==> config.mk <==
export PLATFORM = sky130hd
export DESIGN_NAME = pipeline_stall_controller
export DESIGN_NICKNAME = d
export VERILOG_FILES = /design/src/rtl/pipeline_ctrl_pkg.sv /design/src/rtl/load_use_detect.sv /design/src/rtl/pipeline_stall_controller.sv
export SDC_FILE = /design/constraint.sdc
export NUM_CORES = 1
export LEC_CHECK = 0
export ABC_AREA = 1
export BUFFER_PORTS_ARGS = -buffer_cell sky130_fd_sc_hd__buf_4
export CAP_MARGIN = 40
export CORE_MARGIN = 2
export CORE_UTILIZATION = 54
export DETAILED_ROUTE_END_ITERATION = 8
export PLACE_DENSITY = 0.85
export SYNTH_ARGS = -nofsm -noshare
export SYNTH_HDL_FRONTEND = slang
export SYNTH_SLANG_ARGS = --single-unit
==> constraint.sdc <==
create_clock -name clk -period 2.4 [get_ports clk]
set_input_delay 0.12 -clock clk [delete_from_list [all_inputs] [get_ports clk]]
set_output_delay 0.12 -clock clk [all_outputs]
set_load 0.05 [all_outputs]
==> src/rtl/pipeline_ctrl_pkg.sv <==
// Shared definitions for the pipeline stall/flush sequencer.
// State encoding doubles as the externally visible stall_state code.
package pipeline_ctrl_pkg;

  localparam int DEFAULT_REG_ADDR_W = 5;
  localparam int LU_CNT_W           = 3;

  typedef enum logic [1:0] {
    STATE_RUN      = 2'b00,
    STATE_LU_STALL = 2'b01,
    STATE_MEM_WAIT = 2'b10
  } stall_state_e;

endpackage

==> src/rtl/load_use_detect.sv <==
// Flags a load in EX whose destination feeds a source the ID instruction actually reads.
// Purely combinational; x0 is hard-wired zero so it never creates a dependency.
module load_use_detect
  import pipeline_ctrl_pkg::*;
#(
  parameter int REG_ADDR_W = DEFAULT_REG_ADDR_W
) (
  input  logic [REG_ADDR_W-1:0] id_rs1_addr_i,
  input  logic [REG_ADDR_W-1:0] id_rs2_addr_i,
  input  logic                  id_rs1_used_i,
  input  logic                  id_rs2_used_i,
  input  logic [REG_ADDR_W-1:0] ex_rd_addr_i,
  input  logic                  ex_mem_read_i,
  output logic                  lu_hazard_o
);

  logic rd_nonzero;
  logic rs1_match;
  logic rs2_match;

  assign rd_nonzero  = (ex_rd_addr_i != '0);
  assign rs1_match   = id_rs1_used_i && (id_rs1_addr_i == ex_rd_addr_i);
  assign rs2_match   = id_rs2_used_i && (id_rs2_addr_i == ex_rd_addr_i);
  assign lu_hazard_o = ex_mem_read_i && rd_nonzero && (rs1_match || rs2_match);

endmodule

==> src/rtl/pipeline_stall_controller.sv <==
// Stall/flush sequencer for the 5-stage pipeline: load-use bubbles, branch flushes, memory freezes.
// Outputs are Mealy so a hazard stalls the pipeline in the same cycle it is seen.
module pipeline_stall_controller
  import pipeline_ctrl_pkg::*;
#(
  parameter int REG_ADDR_W      = DEFAULT_REG_ADDR_W,
  parameter int LOAD_USE_STALLS = 1,
  parameter int CNT_W           = 16
) (
  input  logic                  clk,
  input  logic                  reset,
  input  logic [REG_ADDR_W-1:0] id_rs1_addr,
  input  logic [REG_ADDR_W-1:0] id_rs2_addr,
  input  logic                  id_rs1_used,
  input  logic                  id_rs2_used,
  input  logic [REG_ADDR_W-1:0] ex_rd_addr,
  input  logic                  ex_mem_read,
  input  logic                  branch_taken,
  input  logic                  dmem_busy,
  output logic                  pc_write_en,
  output logic                  if_id_write_en,
  output logic                  if_id_flush,
  output logic                  id_ex_write_en,
  output logic                  id_ex_flush,
  output logic                  ex_mem_write_en,
  output logic                  mem_wb_write_en,
  output logic [1:0]            stall_state,
  output logic [CNT_W-1:0]      stall_cycle_count
);

  localparam logic [LU_CNT_W-1:0] LU_ONE    = LU_CNT_W'(1);
  localparam logic [LU_CNT_W-1:0] LU_RELOAD = LU_CNT_W'(LOAD_USE_STALLS - 1);
  localparam logic [CNT_W-1:0]    CNT_ONE   = CNT_W'(1);

  stall_state_e          state_q, state_d;
  logic [LU_CNT_W-1:0]   bub_q, bub_d;
  logic [CNT_W-1:0]      cnt_q;
  logic                  lu_hazard;
  logic                  lu_pending;

  load_use_detect #(
    .REG_ADDR_W (REG_ADDR_W)
  ) u_load_use_detect (
    .id_rs1_addr_i (id_rs1_addr),
    .id_rs2_addr_i (id_rs2_addr),
    .id_rs1_used_i (id_rs1_used),
    .id_rs2_used_i (id_rs2_used),
    .ex_rd_addr_i  (ex_rd_addr),
    .ex_mem_read_i (ex_mem_read),
    .lu_hazard_o   (lu_hazard)
  );

  // A freeze that interrupted a bubble sequence keeps a nonzero count, which resumes it.
  assign lu_pending = (state_q == STATE_LU_STALL) ||
                      ((state_q == STATE_MEM_WAIT) && (bub_q != '0));

  always_comb begin
    pc_write_en     = 1'b1;
    if_id_write_en  = 1'b1;
    if_id_flush     = 1'b0;
    id_ex_write_en  = 1'b1;
    id_ex_flush     = 1'b0;
    ex_mem_write_en = 1'b1;
    mem_wb_write_en = 1'b1;
    state_d         = STATE_RUN;
    bub_d           = bub_q;

    if (!reset) begin
      pc_write_en     = 1'b0;
      if_id_write_en  = 1'b0;
      if_id_flush     = 1'b1;
      id_ex_write_en  = 1'b0;
      id_ex_flush     = 1'b1;
      ex_mem_write_en = 1'b0;
      mem_wb_write_en = 1'b0;
      bub_d           = '0;
    end else if (dmem_busy) begin
      pc_write_en     = 1'b0;
      if_id_write_en  = 1'b0;
      id_ex_write_en  = 1'b0;
      ex_mem_write_en = 1'b0;
      mem_wb_write_en = 1'b0;
      state_d         = STATE_MEM_WAIT;
    end else if (branch_taken) begin
      if_id_flush = 1'b1;
      id_ex_flush = 1'b1;
      bub_d       = '0;
    end else if (lu_pending) begin
      pc_write_en    = 1'b0;
      if_id_write_en = 1'b0;
      id_ex_flush    = 1'b1;
      bub_d          = (bub_q != '0) ? bub_q - LU_ONE : '0;
      state_d        = (bub_q <= LU_ONE) ? STATE_RUN : STATE_LU_STALL;
    end else if (lu_hazard) begin
      pc_write_en    = 1'b0;
      if_id_write_en = 1'b0;
      id_ex_flush    = 1'b1;
      if (LOAD_USE_STALLS > 1) begin
        state_d = STATE_LU_STALL;
        bub_d   = LU_RELOAD;
      end
    end
  end

  always_ff @(posedge clk) begin
    if (!reset) begin
      state_q <= STATE_RUN;
      bub_q   <= '0;
      cnt_q   <= '0;
    end else begin
      state_q <= state_d;
      bub_q   <= bub_d;
      if (!pc_write_en && (cnt_q != '1)) begin
        cnt_q <= cnt_q + CNT_ONE;
      end
    end
  end

  assign stall_state       = state_q;
  assign stall_cycle_count = cnt_q;

endmodule

== Yosys cells after proc, flatten, opt, wreduce, memory -nomap -nowiden ==
Cells that the tools add are included.
Storage, ports and cells
  register bits after elaboration: 21
  bits of input ports: 22
Cells by class
  add/sub/neg operators: 2
  order comparisons: 1
  equal/unequal tests: 5
  multiplexer cells: 22
  bitwise operators: 3
  reduce and logical (&&, ||, !) cells: 14
Operator list (count)
  1-bit 2-to-1 mux: 18
  16-bit by 1-bit adder with 16-bit output, second input constant: 1
  16-bit != test, second input constant: 1
  5-bit equality test: 2
  3-bit 2-to-1 mux: 3
  1-bit logical AND: 6
  5-bit nonzero test: 1
  4-bit OR reduction: 1
  3-bit by 1-bit less-or-equal comparator with 1-bit output, second input constant: 1
  1-bit NOT: 3
  3-bit nonzero test: 1
  3-bit by 1-bit subtractor with 3-bit output, second input constant: 1
  2-bit by 1-bit equality test with 1-bit output, second input constant: 1
  2-bit equality test, second input constant: 1
  1-bit logical OR: 2
  2-bit 2-to-1 mux: 1
  2-bit AND reduction: 1
  2-bit nonzero test: 1
  1-bit zero test: 1

== Depth between registers and ports, before layout ==
Gate-level depths: netlist of run 1.
  word-level depth: 11
  gate-level depth with buffers: 14
  mapped depth without buffers: 13

== Hierarchy ==
A second synthesis of run 1 with hierarchy kept.
Second synthesis, totals
  cell total of the unflattened synthesis: 250
  area, all modules: 1521.5 um2
Modules (own cells, without submodules)
  pipeline_stall_controller: instances 1, cells each 196, area each 1305.0 um2
  load_use_detect: instances 1, cells each 54, area each 216.5 um2

== Worst setup path before layout of run 1 ==
No wires, ideal clock.
  kind: in2out
  start: input port reset
  end: output port pc_write_en
  data arrival time: 2140 ps
  required time: 2280 ps
  setup slack: 140 ps
  cell stages on the path: 6
  path buffers: 2
  path through: inv_1 -> nor2_1 -> nand2_2 -> buf_2 -> inv_1 -> buf_4
On the way
  word-level cells in the longest chain between the ends: 1
RTL lines
  start: declaration: line pipeline_stall_controller.sv:11  | input logic reset,
  1-bit 2-to-1 mux
  end: declaration: line pipeline_stall_controller.sv:20  | output logic pc_write_en,
No other way between the ends.

== Worst setup path in the final report of run 1 ==
  start: register cnt_q[0] (netlist: stall_cycle_count[0])
  end: register cnt_q[15] (netlist: stall_cycle_count[15])
On the way
  word-level cells in the longest chain between the ends: 2
  elaborated cells on any way between the ends: 3
  those cells by class: add/sub (1); eq/ne (1); reduce/logical (1)
RTL lines
  start: declaration: line pipeline_stall_controller.sv:37  | logic [CNT_W-1:0] cnt_q;
  start signal: assignment: line pipeline_stall_controller.sv:114  | cnt_q <= cnt_q + CNT_ONE;
  branches (longest 2 deep; another with 16-bit by 1-bit adder with 16-bit output)
Parallel ways; which one is timed is not known.
A chain may end at the register's enable or synchronous reset.

==> results.cfg, run 1 <==
[clock_tree]
clkSlewWorstSetupHoldPaths_ns = 0.12
cts_hold_buf = 0
htree_levels = 1
cts_max_path_buffers = 2
cts_tree = built
clk_latency_ns = 0.30
cts_sinks = 21
cts_buffers = 3
cts-root-buf = clkbuf_4
cts.repair.resized = 0
cts_setup_buffers = 0

[global_route]
grt_pass1_vias = 1299
grt.overflow.total = 0
grt_pass1_wl_mm = 5.52
track_usage_pct = 21.5
grt_max_degree = 20
antenna_found_initial = 0

[floorplanning]
dieHeight_microns = 55.8
chipWidth_microns = 55.8
io_pins = 47
core-area_sq_um = 2500
fp.dieArea_sq_um = 3110
initial_utilization_pct = 58.0
num_rows = 18

[synthesis]
synth_enable_flop_cells = 0
ys_types = 28
avgSynthCellArea_sq_um = 6.33
async_flop_share_pct = 0
yosysWarnings = 0
yosysMostFrequentCell = nand2_1
synth_area_sq_um = 1450
syn-num-nets = 252
netlist_top_cells_area = dfxtp_1, nand2_1, nand3_1
synth_common_cells = nand2_1, inv_1, nand3_1
synth_flop_cell = dfxtp_1
synth_top_area_share_pct = 29.0
synth_area_leader_cell = dfxtp_1
synth_seq_cells = 21
ys_seq_area_share_pct = 29.0
synth_cells = 229

[place]
gp_congestion = 0.965
port-buffer-count = 46
dp_slack_ns = 0.460
hpwl_mm = 2.49
placed_area_sq_um = 1790

[min_path]
hold_class = input port to flip-flop

[finish]
fin_nets = 296
fin_area_sq_um = 1810
drive_gt1_share_pct = 22.1
area_growth_pct = 25.1
nFillCells = 213
post-route-util_pct = 72.5
diodes = 0

[power]
p_switching_uw = 225
swShare_pct = 31.7
internal_power_uw = 484
p_clk_share_pct = 24.5
cellPowerDensity_nw_per_um2 = 391
pwr-share-seq_pct = 51.6
p_leak_nw = 0.860
p_comb_share_pct = 24.0
ir_worst_vdd_mv = 0.384

[detailed_routing]
dr_total_vias = 1528
routed_wl_mm = 3.18
dr.first_iter.drc_count = 41
vias_per_cell = 5.06
drt-pass1-iter-count = 4
drc = 0
ant_nets = 0
wl_per_cell_microns = 10.5

[worst_setup_path]
cp-start-kind = flip-flop
critPathRequiredTime_ns = 2.64
cp_data_arrival_time_ns = 2.20
cp-end-kind = flip-flop
critPathMaxFanout = 18
worst-setup-path-type = flip-flop to flip-flop

[timing]
setup_viol = 0
slew_headroom_pct = 75.0
setup_tns_ns = 0
rsz0062_at_grt = no
tightest_slew_ns = 0.372
finalHoldViolCount = 0
fin_ws_ns = 0.441
fmax_mhz = 511
skew_ns = 0.00475
drv_slew = 0
fin_crit_sh_pct = 81.6
period_needed_ns = 1.96

[job]
maxCapViolations = 0

[outcome]
status = completed
## critical path, stage by stage, from the launching register on
cell and delay [ns]:
dfxtp_1 0.43, ha_1 0.23, nand2_1 0.10, nor2_2 0.17
nand2_2 0.11, nor2_4 0.12, nand4_4 0.25, nand2_4 0.27
nand2_1 0.08, a21oi_1 0.14
## per-layer routing
metal | global-route usage [%] | part of all wire, % | vias up
met5 | 0 | 0 | -
met3 | 3.95 | 5.7 | 4
met4 | 8.36 | 1.4 | 0
li1 | - | - | 813
met2 | 34.4 | 44 | 44
met1 | 28.6 | 49 | 667
## stage by stage
step	instances	power [mW]	hold WS (ns)
global route	302	0.750	0.0703
finish	302	0.709	0.0290
floorplan	229	0.484	0.213
detailed placement	298	0.544	0.341
CTS	302	0.716	0.0211
global placement	298	0.541	0.337
## cells in the final DEF (no fill, tap or decap), types with 3 or more instances in the layout
master,netlist,layout
a21oi_1,17,17
buf_4,3,47
clkbuf_4,0,3
dfxtp_1,21,21
inv_1,30,30
nand2_1,65,65
nand3_1,27,27
nand4_1,4,4
nor2_1,19,19
nor3_1,4,4
o21ai_0,4,4
xnor2_1,3,3
xor2_1,11,11
## cell type report
cell class              count  area [sq um]  share of cell area, %
flip-flops and latches     21           420                   23.2
clock buffers               4          26.3                   1.45
inverters                  32           120                   6.63
well taps                  30          37.5                   2.07
multi-input cells         168           856                   47.2
repair buffers             47           353                   19.5
## power groups by stage
stage          clock network, mW  logic [mW]  registers, mW
2_1_floorplan                  0      0.0930          0.391
3_3_place_gp                   0       0.169          0.373
5_1_grt                    0.195       0.187          0.368
6_report                   0.174       0.170          0.366
3_5_place_dp                   0       0.170          0.373
4_1_cts                    0.179       0.171          0.365
## flip-flops by register name (all words and copies together) (netlist names)
signal and count:
stall_cycle_count 16, bub_q 3, stall_state 2
## kinds of logic after synthesis
family / count (synthesis) / synth area share (%)
and+or+nand+nor: 128 / 40.3
buffers and inverters: 40 / 11.9
AOI/OAI and AO/OA: 25 / 9.41
DFF: 21 / 29.0
xor gates and xnor gates: 14 / 8.46
adders and majority gates: 1 / 0.863
## final timing paths
kind	startpoint	endpoint	slack, ns	cells after the start
hold / removal	dmem_busy	stall_state[1]	0.03	3
setup reg to reg	stall_cycle_count[0]	stall_cycle_count[15]	0.44	9
setup / recovery	stall_cycle_count[0]	stall_cycle_count[15]	0.44	9
hold reg to reg	bub_q[2]	bub_q[2]	0.47	2
Note: power is estimated with default switching activity, not from simulation.
==> run 2: changes to the inputs <==
--- a/config.mk
+++ b/config.mk
@@ -9,9 +9,9 @@
 export BUFFER_PORTS_ARGS = -buffer_cell sky130_fd_sc_hd__buf_4
 export CAP_MARGIN = 40
 export CORE_MARGIN = 2
-export CORE_UTILIZATION = 54
+export CORE_UTILIZATION = 45
 export DETAILED_ROUTE_END_ITERATION = 8
-export PLACE_DENSITY = 0.85
+export PLACE_DENSITY = 0.76
 export SYNTH_ARGS = -nofsm -noshare
 export SYNTH_HDL_FRONTEND = slang
 export SYNTH_SLANG_ARGS = --single-unit
==> constraint.sdc (replaced) <==
create_clock -name clk -period 1.73 [get_ports clk]
set_input_delay 0.0865 -clock clk [delete_from_list [all_inputs] [get_ports clk]]
set_output_delay 0.0865 -clock clk [all_outputs]
set_load 0.05 [all_outputs]
==> results.cfg, run 2 (same netlist as run 1, synthesis figures left out) <==
[finish]
nFillCells = 302
register_area_sq_um = 445
largest_reg_flops = 16
fin_area_sq_um = 2010
layout_common_cells = nand2_1, buf_4, inv_1
fin_nets = 308
multi_input_area_sq_um = 893
drive_gt1_share_pct = 32.4
area_growth_pct = 38.4
diodes = 0
layout_commonest_cell = nand2_1

[worst_setup_path]
cp-start-kind = flip-flop
critPathRequiredTime_ns = 1.64
worst-setup-path-type = flip-flop to output pin
critPathMaxFanout = 7
path_cells = inv_1, nand2_1, nand3_1, o21a_1, nand2_1, nand2_2, nand2_4, clkinvlp_4, buf_8
cp_data_arrival_time_ns = 1.57
max_stage_delay_ns = 0.38
critPathSlowestCell = dfxtp_1
cp-end-kind = output pin
cp_common_cell = nand2_1

[clock_tree]
clkSlewWorstSetupHoldPaths_ns = 0.12
cts_tree = built
htree_levels = 1
cts_sinks = 21
cts-root-buf = clkbuf_4
clk_latency_ns = 0.31
cts_max_path_buffers = 2
cts_buffers = 3

[timing]
slew_headroom_pct = 73.9
skew_ns = 0.00593
fmax_mhz = 605
setup_viol = 0
fin_ws_ns = 0.0775
rsz0062_at_grt = yes
tightest_slew_ns = 0.389
setup_tns_ns = 0
drv_slew = 0
finalHoldViolCount = 0
fin_crit_sh_pct = 95.5
period_needed_ns = 1.65

[power]
cellPowerDensity_nw_per_um2 = 505
p_leak_nw = 0.926
ir_worst_vdd_mv = 0.347

[detailed_routing]
vias_per_cell = 4.79
dr_total_vias = 1572
routed_wl_mm = 3.52
ant_nets = 0
drc = 0
drt-pass1-iter-count = 4
dr.first_iter.drc_count = 108
wl_per_cell_microns = 10.7

[place]
placed_area_sq_um = 1910
gp_congestion = 0.834
port-buffer-count = 46
dp_slack_ns = 0.127
hpwl_mm = 2.69

[floorplanning]
chipWidth_microns = 60.7
initial_utilization_pct = 47.5
core-area_sq_um = 3050
io_pins = 47
num_rows = 20
dieHeight_microns = 60.7
fp.dieArea_sq_um = 3690

[global_route]
grt_max_degree = 16
track_usage_pct = 19.7
grt_pass1_vias = 1339
grt.overflow.total = 0
antenna_found_initial = 0
grt_pass1_wl_mm = 5.53

[outcome]
status = completed

[min_path]
hold_class = input port to flip-flop

[job]
maxCapViolations = 0
[run 2: cell count changes in the layout (fill, tap and decap cells not counted), moves of 2 or more]
cell / before / now
buf_8: 0 / 2
nor2_2: 1 / 3
dfxtp_1: 21 / 9
buf_4: 47 / 56
nand2_1: 65 / 62
dfxtp_2: 0 / 8
nand2_2: 2 / 4
dfxtp_4: 0 / 4
nor2_1: 19 / 16
[run 2: report_power, final]
| part | leakage, nW | internal [mW] | switching, mW |
|---|---|---|---|
| Combinational | 0.731 | 0.105 | 0.156 |
| Clock | 0.0177 | 0.0863 | 0.156 |
| Sequential | 0.177 | 0.493 | 0.0157 |
[run 2: repair_timing]
item / 4_1_cts / 5_1_grt
gates resized for setup: 1 / 9
setup buffers: 0 / 4
endpoints found under the hold margin: 0 / 1
setup endpoints to repair: 2 / 5
hold buffers: 0 / 1
[run 2: final timing paths]
check,from,endpoint,slack (ns),cells after the start
min,branch_taken,stall_state[0],0.02,4
max reg2reg,stall_cycle_count[0],stall_cycle_count[0],0.11,9
min reg2reg,bub_q[2],bub_q[2],0.48,2
max,bub_q[0],if_id_write_en,0.08,9
[run 2: final cells by class]
cell class | count | share of cell area, %
multi-input combinational | 168 | 44.5
clock inverter | 1 | 0.250
clock buffer | 3 | 1.12
inverter | 32 | 6.18
tap | 44 | 2.74
sequential | 21 | 22.2
timing repair buffer | 59 | 23.0
[run 2: critical path, delay by kind of cell (launching register included)]
family | cells | cell delay (ns)
compound gates | 1 | 0.13
flops | 1 | 0.38
buf+inv | 3 | 0.36
simple gates | 5 | 0.40
[run 2: through the flow]
stage	util (%)	hold slack (ns)	cells	power [mW]
2_1_floorplan	-	0.179	229	0.679
3_3_place_gp	62.5	0.314	319	0.760
3_5_place_dp	62.5	0.331	319	0.763
4_1_cts	63.5	0.00382	323	1.00
5_1_grt	65.7	0.00851	328	1.07
6_report	65.7	0.0199	328	1.01
[run 2: metal layers]
layer / vias to the layer above / wire [microns] / track usage (%)
li1: 831 / - / -
met1: 707 / 1620 / 26.1
met2: 32 / 1750 / 33.5
met3: 2 / 139 / 3.84
met4: 0 / 14 / 3.73
met5: - / 0 / 0
==> run 3: changes to the inputs <==
--- a/config.mk
+++ b/config.mk
@@ -9,9 +9,10 @@
 export BUFFER_PORTS_ARGS = -buffer_cell sky130_fd_sc_hd__buf_4
 export CAP_MARGIN = 40
 export CORE_MARGIN = 2
-export CORE_UTILIZATION = 45
+export CORE_UTILIZATION = 46
 export DETAILED_ROUTE_END_ITERATION = 8
-export PLACE_DENSITY = 0.76
+export PLACE_DENSITY = 0.77
 export SYNTH_ARGS = -nofsm -noshare
 export SYNTH_HDL_FRONTEND = slang
+export SYNTH_HIERARCHICAL = 1
 export SYNTH_SLANG_ARGS = --single-unit
==> results.cfg, run 3 <==
[finish]
diodes = 0
area_growth_pct = 32.2
fin_nets = 324
drive_gt1_share_pct = 32.7
fin_cells = 344
layout_common_cells = nand2_1, buf_4, inv_1
nFillCells = 304
post-route-util_pct = 64.8
largest_reg_flops = 16
fin_area_sq_um = 2010
layout_commonest_cell = nand2_1

[power]
cellPowerDensity_nw_per_um2 = 492
pwr-share-seq_pct = 50.7
p_leak_nw = 0.959
p_clk_share_pct = 24.9
ir_worst_vdd_mv = 0.236
internal_power_uw = 671
p_comb_share_pct = 24.3
swShare_pct = 32.2
finalPower_uw = 989
p_switching_uw = 318

[worst_setup_path]
worst-setup-path-type = flip-flop to output pin
path_cells = inv_1, nor2_1, nand2_1, nand3_1, nand2_1, nand2_4, clkinvlp_4, buf_4
cp-end-kind = output pin
r2r_start = stall_cycle_count[0]
max_stage_delay_ns = 0.36
critPathBufInv = 3
critPathRequiredTime_ns = 1.64
cp-start-kind = flip-flop
cp_data_arrival_time_ns = 1.54
cp_common_cell = nand2_1
path_delay_family = simple AND/OR/NAND/NOR gates
critPathMaxFanout = 12
critPathSlowestCell = dfxtp_4
crit_path_start = stall_state[1]

[job]
maxCapViolations = 0

[synthesis]
async_flop_share_pct = 0
synth_common_cells = nand2_1, inv_1, nor2_1
synth_area_sq_um = 1520
synth_cells = 250
avgSynthCellArea_sq_um = 6.09
synth_seq_cells = 21
syn-num-nets = 273
netlist_top_cells_area = dfxtp_1, nand2_1, nand3_1
yosysMostFrequentCell = nand2_1
synth_top_area_share_pct = 27.6
synth_flop_cell = dfxtp_1
ys_seq_area_share_pct = 27.6
ys_types = 25
yosysWarnings = 6
synth_enable_flop_cells = 0
synth_area_leader_cell = dfxtp_1

[place]
dp_slack_ns = 0.0493
placed_area_sq_um = 1950
gp_congestion = 0.835
port-buffer-count = 46
hpwl_mm = 2.82
placed_cells = 339

[timing]
finalHoldViolCount = 0
rsz0062_at_grt = yes
period_needed_ns = 1.62
fmax_mhz = 617
drv_slew = 0
setup_tns_ns = 0
tightest_slew_ns = 0.259
holdWs_ns = 0.00679
slew_headroom_pct = 82.6
skew_ns = 0.00452
fin_ws_ns = 0.108
setup_viol = 0
fin_crit_sh_pct = 93.8

[global_route]
grt_pass1_wl_mm = 6.27
grt_max_degree = 15
grt_pass1_vias = 1404
antenna_found_initial = 0
grt.overflow.total = 0
track_usage_pct = 21.6

[floorplanning]
core-area_sq_um = 3100
dieHeight_microns = 61.5
fp.dieArea_sq_um = 3780
num_rows = 20
chipWidth_microns = 61.5
initial_utilization_pct = 49.0
io_pins = 47

[clock_tree]
clkSlewWorstSetupHoldPaths_ns = 0.12
cts_sinks = 21
cts_buffers = 3
htree_levels = 1
cts_max_path_buffers = 2
clk_latency_ns = 0.31
cts_tree = built
cts-root-buf = clkbuf_4

[detailed_routing]
drt-pass1-iter-count = 4
vias_per_cell = 4.92
dr.first_iter.drc_count = 69
ant_nets = 0
drc = 0
wl_per_cell_microns = 10.7
dr_total_vias = 1694
routed_wl_mm = 3.69

[min_path]
hold_class = input port to flip-flop
min_from = dmem_busy

[outcome]
status = completed
run 3: cell count changes in the layout (fill, tap and decap cells not counted), moves of 2 or more:
cell	previous run	this run
nand2_1	62	84
a21oi_1	17	7
a21oi_2	1	11
nor2_1	16	26
xor2_1	11	5
inv_2	1	4
nand3_1	27	24
nand3b_1	0	3
nor3_1	4	1
buf_4	56	54
buf_8	2	0
o21a_1	2	0
xnor2_1	3	1
run 3: power by group through the flow:
| stage | sequential [mW] | combinational [mW] | clock [mW] |
|---|---|---|---|
| global route | 0.504 | 0.265 | 0.277 |
| CTS | 0.502 | 0.238 | 0.252 |
| finish | 0.502 | 0.241 | 0.247 |
| detailed placement | 0.512 | 0.237 | 0 |
| global placement | 0.512 | 0.235 | 0 |
| floorplan | 0.539 | 0.127 | 0 |
run 3: worst paths after layout:
| kind | endpoint | slack (ns) | cells past startpoint |
|---|---|---|---|
| worst max register to register | stall_cycle_count[0] | 0.11 | 10 |
| worst min register to register | stall_cycle_count[3] | 0.51 | 2 |
| worst max-delay path | pc_write_en | 0.11 | 8 |
| worst min-delay path | stall_state[1] | 0.007 | 3 |
run 3: worst register-to-register path, cell delays in order, from the launching register on:
cell,delay [ns]
dfxtp_4,0.40
ha_1,0.18
nand2_1,0.12
nor2_4,0.15
nand2_4,0.08
nor2_4,0.11
nand2_4,0.11
buf_4,0.20
nand3_1,0.08
nand2_1,0.05
nor2_1,0.09
run 3: cells by family after synthesis:
| kind of cell | share of synthesized area [%] |
|---|---|
| compound gates | 11.0 |
| xor+xnor | 3.45 |
| fa+ha+maj | 0.822 |
| buf+inv | 11.8 |
| flops | 27.6 |
| simple gates | 45.2 |
run 3: layer usage:
metal | share of wire, % | routed length [microns] | track usage [%] | vias to the layer above
met4 | 1.6 | 58 | 7.29 | 0
li1 | - | - | - | 884
met3 | 4.0 | 146 | 1.89 | 5
met1 | 48 | 1770 | 31.4 | 758
met5 | 0 | 0 | 0 | -
met2 | 46 | 1710 | 33.5 | 47
run 3: area by class of cell:
type	instances	area, sq um	area share, %
Inverter	34	131	6.53
Tap cell	44	55.1	2.74
Clock buffer	4	26.3	1.31
Multi-Input combinational cell	187	951	47.3
Timing Repair Buffer	54	405	20.1
Sequential cell	21	443	22.0
run 3: timing repair:
item | CTS | global route
setup endpoints to repair | 0 | 6
endpoints found under the hold margin | 0 | 0
buffers inserted | 0 | 1
hold buffers | 0 | 0
gates resized for setup | 0 | 8
